--- config.mk ---
export PLATFORM = sky130hd
export DESIGN_NAME = regfile_read_stage
export DESIGN_NICKNAME = d
export VERILOG_FILES = /design/src/rtl/regfile_read_stage.sv
export SDC_FILE = /design/constraint.sdc
export NUM_CORES = 2
export LEC_CHECK = 0
export ABC_AREA = 1
export BUFFER_PORTS_ARGS = -buffer_cell sky130_fd_sc_hd__buf_2
export CAP_MARGIN = 20
export CELL_PAD_IN_SITES_DETAIL_PLACEMENT = 1
export CELL_PAD_IN_SITES_GLOBAL_PLACEMENT = 1
export CORE_MARGIN = 4
export CORE_UTILIZATION = 47
export CTS_BUF_LIST = sky130_fd_sc_hd__clkbuf_16
export DETAILED_ROUTE_END_ITERATION = 6
export PLACE_DENSITY_LB_ADDON = 0.1
export SLEW_MARGIN = 10
export SYNTH_ARGS = -nofsm -noshare
export SYNTH_HDL_FRONTEND = slang
export SYNTH_SLANG_ARGS = --single-unit
--- constraint.sdc ---
create_clock -name clk -period 3.2 [get_ports clk]
set_input_delay 0.48 -clock clk [delete_from_list [all_inputs] [get_ports clk]]
set_output_delay 0.48 -clock clk [all_outputs]
set_load 0.05 [all_outputs]
--- src/rtl/regfile_read_stage.sv ---
// RV32I integer register file with a registered, bypassed operand-read stage.
// Held operands track writebacks that land while execute is stalled.
module regfile_read_stage #(
   parameter int width = 32,
   parameter int NREGS = 32
) (
   input  logic             clk,
   input  logic             rst,
   input  logic             wb_we,
   input  logic [4:0]       wb_rd,
   input  logic [width-1:0] wb_data,
   input  logic             re,
   input  logic             hold,
   input  logic [4:0]       rs1,
   input  logic [4:0]       rs2,
   output logic [width-1:0] rs1_data,
   output logic [width-1:0] rs2_data,
   output logic             rd_valid
);

   logic [width-1:0] regs_q [NREGS];

   logic             wb_write;
   logic [width-1:0] rd1_val;
   logic [width-1:0] rd2_val;

   logic [width-1:0] rs1_q, rs1_d;
   logic [width-1:0] rs2_q, rs2_d;
   logic [4:0]       idx1_q, idx1_d;
   logic [4:0]       idx2_q, idx2_d;
   logic             valid_q, valid_d;

   // x0 is never written, so the array entry for it stays at its reset value.
   assign wb_write = wb_we && (wb_rd != 5'd0);

   // NOTE: the array is cleared on reset because software may read any
   //       register before writing it and must observe zero.
   always_ff @(posedge clk) begin
      if (rst) begin
         for (int i = 0; i < NREGS; i++) begin
            regs_q[i] <= '0;
         end
      end else if (wb_write) begin
         regs_q[wb_rd] <= wb_data;
      end
   end

   // Bypass forwards the in-flight writeback over the stale array entry.
   always_comb begin
      rd1_val = regs_q[rs1];
      if (rs1 == 5'd0) begin
         rd1_val = '0;
      end else if (wb_we && (wb_rd == rs1)) begin
         rd1_val = wb_data;
      end

      rd2_val = regs_q[rs2];
      if (rs2 == 5'd0) begin
         rd2_val = '0;
      end else if (wb_we && (wb_rd == rs2)) begin
         rd2_val = wb_data;
      end
   end

   // NOTE: every _d gets its _q as a default first, so no path through this
   //       block leaves a variable unassigned and no latch is inferred.
   always_comb begin
      rs1_d   = rs1_q;
      rs2_d   = rs2_q;
      idx1_d  = idx1_q;
      idx2_d  = idx2_q;
      valid_d = valid_q;

      if (hold) begin
         if (wb_write && (wb_rd == idx1_q)) begin
            rs1_d = wb_data;
         end
         if (wb_write && (wb_rd == idx2_q)) begin
            rs2_d = wb_data;
         end
      end else begin
         valid_d = re;
         if (re) begin
            idx1_d = rs1;
            idx2_d = rs2;
            rs1_d  = rd1_val;
            rs2_d  = rd2_val;
         end
      end
   end

   // NOTE: state updates use non-blocking assignments so every register
   //       samples the pre-edge values regardless of statement order.
   always_ff @(posedge clk) begin
      if (rst) begin
         rs1_q   <= '0;
         rs2_q   <= '0;
         idx1_q  <= '0;
         idx2_q  <= '0;
         valid_q <= 1'b0;
      end else begin
         rs1_q   <= rs1_d;
         rs2_q   <= rs2_d;
         idx1_q  <= idx1_d;
         idx2_q  <= idx2_d;
         valid_q <= valid_d;
      end
   end

   assign rs1_data = rs1_q;
   assign rs2_data = rs2_q;
   assign rd_valid = valid_q;

endmodule
==> summary.md <==
| Metric | Value |
|---|---|
| Initial antenna violation count | `4` |
| Hold Path Depth | `5` |
| Cell area after placement | `0.0659 sq mm` |
| Clock Skew | `0.0251 ns` |
| Sinks on Clock Net | `1099` |
| Synthesis-to-layout area growth | `11.2%` |
| Worst path depth | `14` |
| Placed insts | `10200` |
| ANT nets after route | `0` |
| Tightest Pin Transition | `1.06 ns` |
| WL final | `277000 um` |
| Worst reg-to-reg path cell count | `8` |
| Period minus WS final | `2.14 ns` |
| Crit-path max cell delay | `0.31 ns` |
| Worst VDD drop | `0.000573 V` |
| Clock Latency Late Sink | `0.77 ns` |
| Post-synthesis cell count | `8651` |
| Grt ovf | `0` |
| Crit Path Class | `input port to flop` |
| Finish-stage setup viols | `0` |
| Initial DRC count | `6131` |
| Crit path capture type | `flop` |
| TritonRoute pass-1 iters | `7` |
| Status | `complete, no violations` |
| Max_slew headroom | `0.293` |
| Die Ht | `374 um` |
| Critical Path RT | `3.88 ns` |
| Maximum clock frequency | `468 MHz` |
| Slew Limit Fails | `0` |
| Top-level port count | `117` |
| Share of cells above drive strength 1 | `0.0716` |
| Rows | `134` |
| First-pass GRT wire length | `406000 um` |
| Gr usage total | `0.388` |
| Post-Layout Cell Count | `10400` |
| CTS resizes | `0` |
| DR vias/cell | `5.90` |
| Root buffer selected by CTS | `clkbuf_16` |
| Initial core utilization | `0.472` |
| RSZ-0062 raised after global routing | `no` |
| Gpl congestion | `0.913` |
| Vias in the first global route | `63100` |
| Die W | `374 um` |
| Final hold violations | `0` |
| Num CTS Buffers | `134` |
| Max FO, Critical Path | `61` |
| Via count | `61400` |
| Core area | `0.133 sq mm` |
| Leak | `32.4 nW` |
| Sum of negative setup slack | `0 ns` |
| Die area | `0.140 sq mm` |
| Worst Hold Class | `input port to flop` |
| Input/output buffers | `116` |
| Layout Utilization | `0.526` |
| Critical Path AT | `2.82 ns` |
| CTS max path bufs | `3` |
| Post-DP HPWL | `176000 um` |
| CTS H-tree lvls | `4` |
| NumNets Final | `8592` |
| CP max-delay cell | `buf_12` |
| # fillers | `16700` |
| Finished layout cell area | `0.0701 sq mm` |
| Post-CTS Setup Bufs | `0` |
| Synth Cell Area | `0.0630 sq mm` |
| # DRC | `0` |
| Critical Path, Cell by Cell | `buf_8, buf_12, buf_12, buf_4, nand2_1, nand3_1, nand2_1, nor2_1, nand2_1, nand3_1, nand2_1, nand2_1, nand2_1, a21oi_1` |
| Register area share after synthesis | `0.512` |
| Synth unique cells | `29` |
| Critical Path Source Type | `input port` |
| Critical path's top delay family | `buffers and inverters` |
| Most frequent CP cell | `nand2_1` |
| Post-cts hold buffer count | `0` |
| Max-cap violations | `0` |
| P per Cell Area | `533 mW/mm^2` |
| Largest net degree at the start of global routing | `130` |
| Final worst-path cycle share | `0.668` |
| YS warnings | `0` |
| Per-cell routed wire length | `26.7 um` |
| Clock transition at path regs | `0.06 ns` |
| TritonCTS clock tree | `built` |
| Yosys reg bits | `1099` |
| CP Buf/Inv Count | `4` |
| Average size of a mapped cell | `7.28 sq um` |
[flip-flops by register name, indices dropped and copies added, names as in the netlist]
name,count
idx1_q,5
idx2_q,5
rd_valid,1
regs_q,1024
rs1_data,32
rs2_data,32
[cells in the mapped netlist, drive strengths merged]
library cell	n	share of area
a21oi	110	0.0087
buf	364	0.029
clkbuf	290	0.017
clkinv	2	0.00012
conb	1	0.000060
dfxtp	75	0.024
edfxtp	1024	0.49
inv	729	0.043
nand2	2858	0.17
nand3	1162	0.093
nand4	2	0.00020
nor2	1931	0.12
nor3	8	0.00079
o21ai	80	0.0064
o22ai	6	0.00060
or2	1	0.000099
xnor2	5	0.00070
xor2	3	0.00042
[stage by stage]
step	hold slack (ns)	setup WS [ns]	total power [mW]
after floorplan	0.520	0.519	20.3
after global placement	0.446	0.410	22.6
after detailed placement	0.447	0.372	22.7
after CTS	0.103	1.10	37.3
after global routing	0.139	0.966	38.4
final	0.139	1.06	37.3
[power by group]
group	switching, mW	total [mW]	internal (mW)	leakage, nW
logic	4.39	5.77	1.38	19.9
registers	0.346	16.8	16.5	10.4
clock network	6.24	14.7	8.47	2.14
[layout make-up]
type	instances	area, sq um	area share
sequential	1099	32300	0.460
multi-input combinational	6198	25200	0.360
clock buffer	145	3630	0.0518
timing repair buffer	376	3450	0.0492
inverter	731	2770	0.0396
tap	1768	2210	0.0316
clock inverter	88	495	0.00707
antenna	3	7.51	0.000107
[kinds of logic (layout without fill, tap and decap cells)]
group / count (synthesis) / count (layout) / share of synthesized area
flops: 1099 / 1099 / 0.512
other cells: 1 / 35 / 0.0000595
xor+xnor: 8 / 8 / 0.00111
simple gates: 5962 / 5962 / 0.381
compound gates: 196 / 196 / 0.0158
buf+inv: 1385 / 1340 / 0.0901
[routing by layer]
metal	global-route usage	wire length [um]
met1	0.462	102000
met2	0.629	129000
met3	0.0540	20100
met4	0.314	26600
met5	0	13
[cells in the final DEF (no fill, tap or decap), types with 4 or more instances in the layout]
cell type and n:
nor2_1 1926, o21ai_0 79, bufinv_16 5, dfxtp_1 75
nand2_4 4, a21oi_1 110, nand2_2 40, clkbuf_16 145
nor2_4 5, inv_1 744, nand2_1 2814, nand3_2 6
buf_6 4, edfxtp_1 1024, conb_1 32, buf_4 193
clkinv_1 37, nor3_1 6, o22ai_1 6, inv_2 11
buf_2 108, nand3_1 1156, xnor2_1 5, buf_12 69
clkinv_2 13
[worst register-to-register path: cells and delay by family, from the launching register on]
family,cells,cell delay (ns)
simple gates,6,0.89
buf+inv,1,0.65
flops,1,0.32
compound gates,1,0.16
[worst paths after layout]
| check | startpoint | slack (ns) | to |
|---|---|---|---|
| hold reg to reg | rd_valid | 0.46 | rd_valid |
| setup / recovery | rs2[0] | 1.06 | rs2_data[3] |
| setup reg to reg | idx1_q[3] | 1.10 | rs1_data[15] |
| hold / removal | wb_data[12] | 0.14 | rs1_data[12] |
Note: power is estimated with default switching activity, not from simulation.
